File: config.mk
export PLATFORM = sky130hd
export DESIGN_NAME = board_io_bridge
export DESIGN_NICKNAME = d
export VERILOG_FILES = /design/src/rtl/board_io_bridge.sv
export SDC_FILE = /design/constraint.sdc
export NUM_CORES = 1
export LEC_CHECK = 0
export BUFFER_PORTS_ARGS = -buffer_cell sky130_fd_sc_hd__buf_2
export CAP_MARGIN = 10
export CORE_AREA = 4 4 93 60
export DETAILED_ROUTE_END_ITERATION = 10
export DIE_AREA = 0 0 97 64
export PLACE_DENSITY_LB_ADDON = 0.1
export SYNTH_ARGS = -nofsm -noshare
export SYNTH_HDL_FRONTEND = slang
export SYNTH_SLANG_ARGS = --single-unit
File: constraint.sdc
create_clock -name clk -period 2 [get_ports clk]
set_input_delay 0.4 -clock clk [delete_from_list [all_inputs] [get_ports clk]]
set_output_delay 0.4 -clock clk [all_outputs]
set_load 0.1 [all_outputs]
File: src/rtl/board_io_bridge.sv
// Board I/O bridge: synchronized, debounced push-button capture of the switch word into a
// valid/ready sample, plus a registered channel display mux. Optional scan mode: IO_BRIDGE_SCAN_EN.
module board_io_bridge #(
    parameter int IN_W     = 10,
    parameter int OUT_W    = 16,
    parameter int NCH      = 4,
    parameter int DEB_CYC  = 4,
    parameter int SCAN_CYC = 8
) (
    input  logic                       clk,
    input  logic                       rst,
    input  logic                       select,
    input  logic [IN_W-1:0]            inp,
    input  logic                       in_ready,
    output logic                       in_valid,
    output logic [IN_W-1:0]            in_data,
    input  logic [NCH*OUT_W-1:0]       ch_data,
    input  logic [$clog2(NCH)-1:0]     ch_sel,
    input  logic                       scan,
    output logic [OUT_W-1:0]           out,
    output logic [$clog2(NCH)-1:0]     ch_idx,
    output logic                       ovf
);

    localparam int SEL_W = $clog2(NCH);
    localparam int DEB_W = $clog2(DEB_CYC);

    logic              sel_s1, sel_s2;
    logic [IN_W-1:0]   inp_s1, inp_s2;
    logic              db;
    logic [DEB_W-1:0]  deb_cnt;
    logic              db_hit;
    logic              press;
    logic              xfer;

    logic              valid_nxt;
    logic [IN_W-1:0]   data_nxt;
    logic              ovf_nxt;

    logic [SEL_W-1:0]  idx_nxt;
    logic [OUT_W-1:0]  out_nxt;

    always_ff @(posedge clk or posedge rst) begin
        if (rst) begin
            sel_s1 <= 1'b0;
            sel_s2 <= 1'b0;
            inp_s1 <= '0;
            inp_s2 <= '0;
        end else begin
            sel_s1 <= select;
            sel_s2 <= sel_s1;
            inp_s1 <= inp;
            inp_s2 <= inp_s1;
        end
    end

    // deb_cnt is a down-counter: 0 means idle, the first disagreeing edge loads DEB_CYC-1,
    // and the edge that finds it at 1 is the DEB_CYC-th consecutive disagreement.
    assign db_hit = (sel_s2 != db) && (deb_cnt == DEB_W'(1));
    assign press  = db_hit && sel_s2;
    assign xfer   = in_valid && in_ready;

    always_ff @(posedge clk or posedge rst) begin
        if (rst) begin
            db      <= 1'b0;
            deb_cnt <= '0;
        end else if (sel_s2 == db) begin
            deb_cnt <= '0;
        end else if (db_hit) begin
            db      <= sel_s2;
            deb_cnt <= '0;
        end else if (deb_cnt == '0) begin
            deb_cnt <= DEB_W'(DEB_CYC - 1);
        end else begin
            deb_cnt <= deb_cnt - 1'b1;
        end
    end

    // A press can only land when the slot is empty or being emptied on this same edge.
    always_comb begin
        valid_nxt = in_valid;
        data_nxt  = in_data;
        ovf_nxt   = ovf;
        if (press) begin
            if (!in_valid || xfer) begin
                valid_nxt = 1'b1;
                data_nxt  = inp_s2;
            end else begin
                ovf_nxt = 1'b1;
            end
        end else if (xfer) begin
            valid_nxt = 1'b0;
        end
    end

    always_ff @(posedge clk or posedge rst) begin
        if (rst) begin
            in_valid <= 1'b0;
            in_data  <= '0;
            ovf      <= 1'b0;
        end else begin
            in_valid <= valid_nxt;
            in_data  <= data_nxt;
            ovf      <= ovf_nxt;
        end
    end

`ifdef IO_BRIDGE_SCAN_EN
    localparam int SCAN_W = (SCAN_CYC > 1) ? $clog2(SCAN_CYC) : 1;

    logic [SCAN_W-1:0] scan_cnt;
    logic              scan_tc;

    assign scan_tc = (scan_cnt == SCAN_W'(SCAN_CYC - 1));

    always_ff @(posedge clk or posedge rst) begin
        if (rst) begin
            scan_cnt <= '0;
        end else if (!scan || scan_tc) begin
            scan_cnt <= '0;
        end else begin
            scan_cnt <= scan_cnt + 1'b1;
        end
    end

    // NCH is a power of two, so the increment wraps NCH-1 -> 0 on its own.
    always_comb begin
        idx_nxt = ch_sel;
        if (scan) begin
            idx_nxt = scan_tc ? ch_idx + 1'b1 : ch_idx;
        end
    end
`else
    logic unused_scan;
    assign unused_scan = scan;

    always_comb begin
        idx_nxt = ch_sel;
    end
`endif

    always_comb begin
        out_nxt = '0;
        for (int k = 0; k < NCH; k++) begin
            if (idx_nxt == SEL_W'(k)) begin
                out_nxt = ch_data[k*OUT_W +: OUT_W];
            end
        end
    end

    always_ff @(posedge clk or posedge rst) begin
        if (rst) begin
            out    <= '0;
            ch_idx <= '0;
        end else begin
            out    <= out_nxt;
            ch_idx <= idx_nxt;
        end
    end

endmodule

==> metrics <==
status complete, no violations; maximum clock frequency 635 MHz; Residual DRC 0; Post-synth EDFFs 0; FF+latch count, synth 55; Worst Reg-to-Reg Cells 6; P&R area growth vs syn 33.9%; RSZ-0062 raised after global routing no; CP top delay family flip-flops; Async S/R FF share, synth 1.00; Max Cap Violations 0; I/O Buffers 109; CTS max path bufs 2; routed wire length 3930 um; Crit path depth 6; Total Routing Usage GR 0.132; clock sink count 55; Die W 97 um; Final Hold Fails 0; clock power share 0.159; gpl congestion 0.717; Max VDD drop 0.486 mV; period utilisation layout 0.788; clock transition at the registers of the reported paths 0.09 ns; Critical Path RT 2.18 ns; Distinct cells, synth 17; NumNets Final 298; power per cell area 1360 nW/um2; Via density 4.52; CTS H-Tree Depth 2; Gate power share 0.463; CP endpoint kind flip-flop; DIE AREA 6210 um2; Slew HR 0.671; critical setup path kind reg2reg; drt pass-1 iters 4; Critical Path Start Type flip-flop; Initial Util 0.419; pin count of the biggest net entering global routing 29; CP Cell Sequence inv_1 -> ha_1 -> nand3b_1 -> nor2b_1 -> buf_4 -> mux2_2; static leakage 1.36 nW; P_int 1.94 mW; layout cells sized above 1 0.656; Die H 64 um; syn avg cell area 20.0 um2; fin. max-slew vios 0; part of the power in registers 0.378; total gr overflow 0; Final setup viols 0; Pwr Total 3.69 mW; area of the mapped netlist 2020 um2; Synth area leaders dfrtp_1 68%, mux4_2 11%, mux4_1 7.8%, mux2_2 6.1%, ha_1 1.2%; Worst Path Buf+Inv 2; via count 1270; CP max stage cell dfrtp_1; Final Core Density 0.561; starting DRC count in detailed routing 15; setup tns final 0 ns; total CTS buffers 5; Routed Antenna Nets 0; fillers 412; CTS tree done; # diodes 0; post_cts resized 0; area leader, netlist dfrtp_1; Hold WC Path Type in2async; row cnt 20; wire per inst 14.0 um; initial antenna violation count 0; minimum clock period 1.58 ns; syn nets 184; Synth Instances 101; clock root buffer clkbuf_8; first-pass GRT wire length 6310 um; sequential element share of the synthesized area 0.680; clock skew 0.00719 ns; post-CTS setup buffers 0; Primary FF master, synth dfrtp_1; Yosys top cell area share 0.680; WP data arrival 1.76 ns; I/O pin cnt 111; max incr delay on CP 0.37 ns; clock latency at the later pin of the worst-skew pair 0.30 ns; vias in the first global route 1380; switching power 1.75 mW; synth cell count leaders 55 x dfrtp_1, 11 x mux2_2, 10 x mux4_2; most numerous cell in the Yosys netlist dfrtp_1; Switching Fraction 0.473; detailed placement HPWL 3230 um; worst-path fanout max 10; Slew @ Worst Pin 0.494 ns; Synthesis Warnings 0; CTS hold repair buffers 0; CORE AREA 4830 um2
-- cell usage in the layout, fill, tap and decap left out, drive strengths merged --
cell    synthesis  layout
clkinv          0       1
inv             3       3
dfrtp          55      55
nand2b          1       1
ha              2       2
o21bai          1       1
buf             5     112
nor2b           1       1
nand3b          1       1
nor2            2       2
mux4           16      16
nand2           1       1
clkbuf          0       6
mux2           11      11
nor3            1       1
xnor2           1       1
-- per-layer routing --
layer | global-route usage | wire length, um
met1 | 0.161 | 1550
met2 | 0.218 | 1960
met3 | 0.0458 | 342
met4 | 0.0525 | 67
met5 | 0 | 0
-- cells by family (layout without fill, tap and decap cells) --
logic type / count (synthesis) / after routing / synth area share
muxes: 27 / 27 / 0.250
AOI/OAI and AO/OA: 1 / 1 / 0.00371
DFF: 55 / 55 / 0.680
xor gates and xnor gates: 1 / 1 / 0.00433
buffers and inverters: 8 / 122 / 0.0315
adders and majority gates: 2 / 2 / 0.0124
and+or+nand+nor: 7 / 7 / 0.0179
-- cell type report --
type	count	area, um2	area share
sequential	55	1380	0.508
inverter	3	11.3	0.00416
clock buffer	6	82.6	0.0305
clock inverter	1	5.00	0.00185
multi-input combinational	38	584	0.216
tap	66	82.6	0.0305
timing repair buffer	112	568	0.210
-- power by group through the flow --
stage	clock network [mW]	logic (mW)	registers, mW
detailed placement	0	1.73	1.42
finish	0.585	1.71	1.39
CTS	0.612	1.73	1.40
global route	0.661	1.77	1.42
global placement	0	1.70	1.41
floorplan	0	0.311	2.53
-- per-stage QoR --
stage                     cells  setup slack (ns)  hold slack, ns  instance area [um2]
after global routing        281             0.283         0.00379                 2710
after floorplan             101             0.244           0.331                 2020
after global placement      274             0.447           0.333                 2620
after detailed placement    274             0.387           0.335                 2620
final                       281             0.425         0.00679                 2710
after CTS                   281             0.403         0.00640                 2710
-- registers in the layout (all words and copies together) (netlist names) --
register / count
db: 1
inp_s1: 10
out: 16
in_valid: 1
in_data: 10
deb_cnt: 2
inp_s2: 10
ovf: 1
sel_s1: 1
ch_idx: 2
sel_s2: 1
-- worst reg2reg max path, stage by stage (launching register included) --
cell      delay, ns
dfrtp_1        0.37
inv_1          0.08
ha_1           0.20
nand3b_1       0.14
nor2b_1        0.13
buf_4          0.20
mux2_2         0.35
-- final timing paths --
kind	startpoint	endpoint	slack, ns
max	deb_cnt[1]	in_data[3]	0.42
min	rst	out[0]	0.007
max reg2reg	deb_cnt[1]	in_data[3]	0.42
min reg2reg	inp_s1[7]	inp_s2[7]	0.35
max in group asynchronous	rst	in_data[3]	1.38
min in group clk	inp[1]	inp_s1[1]	0.20
(Power assumes the default switching activity.)
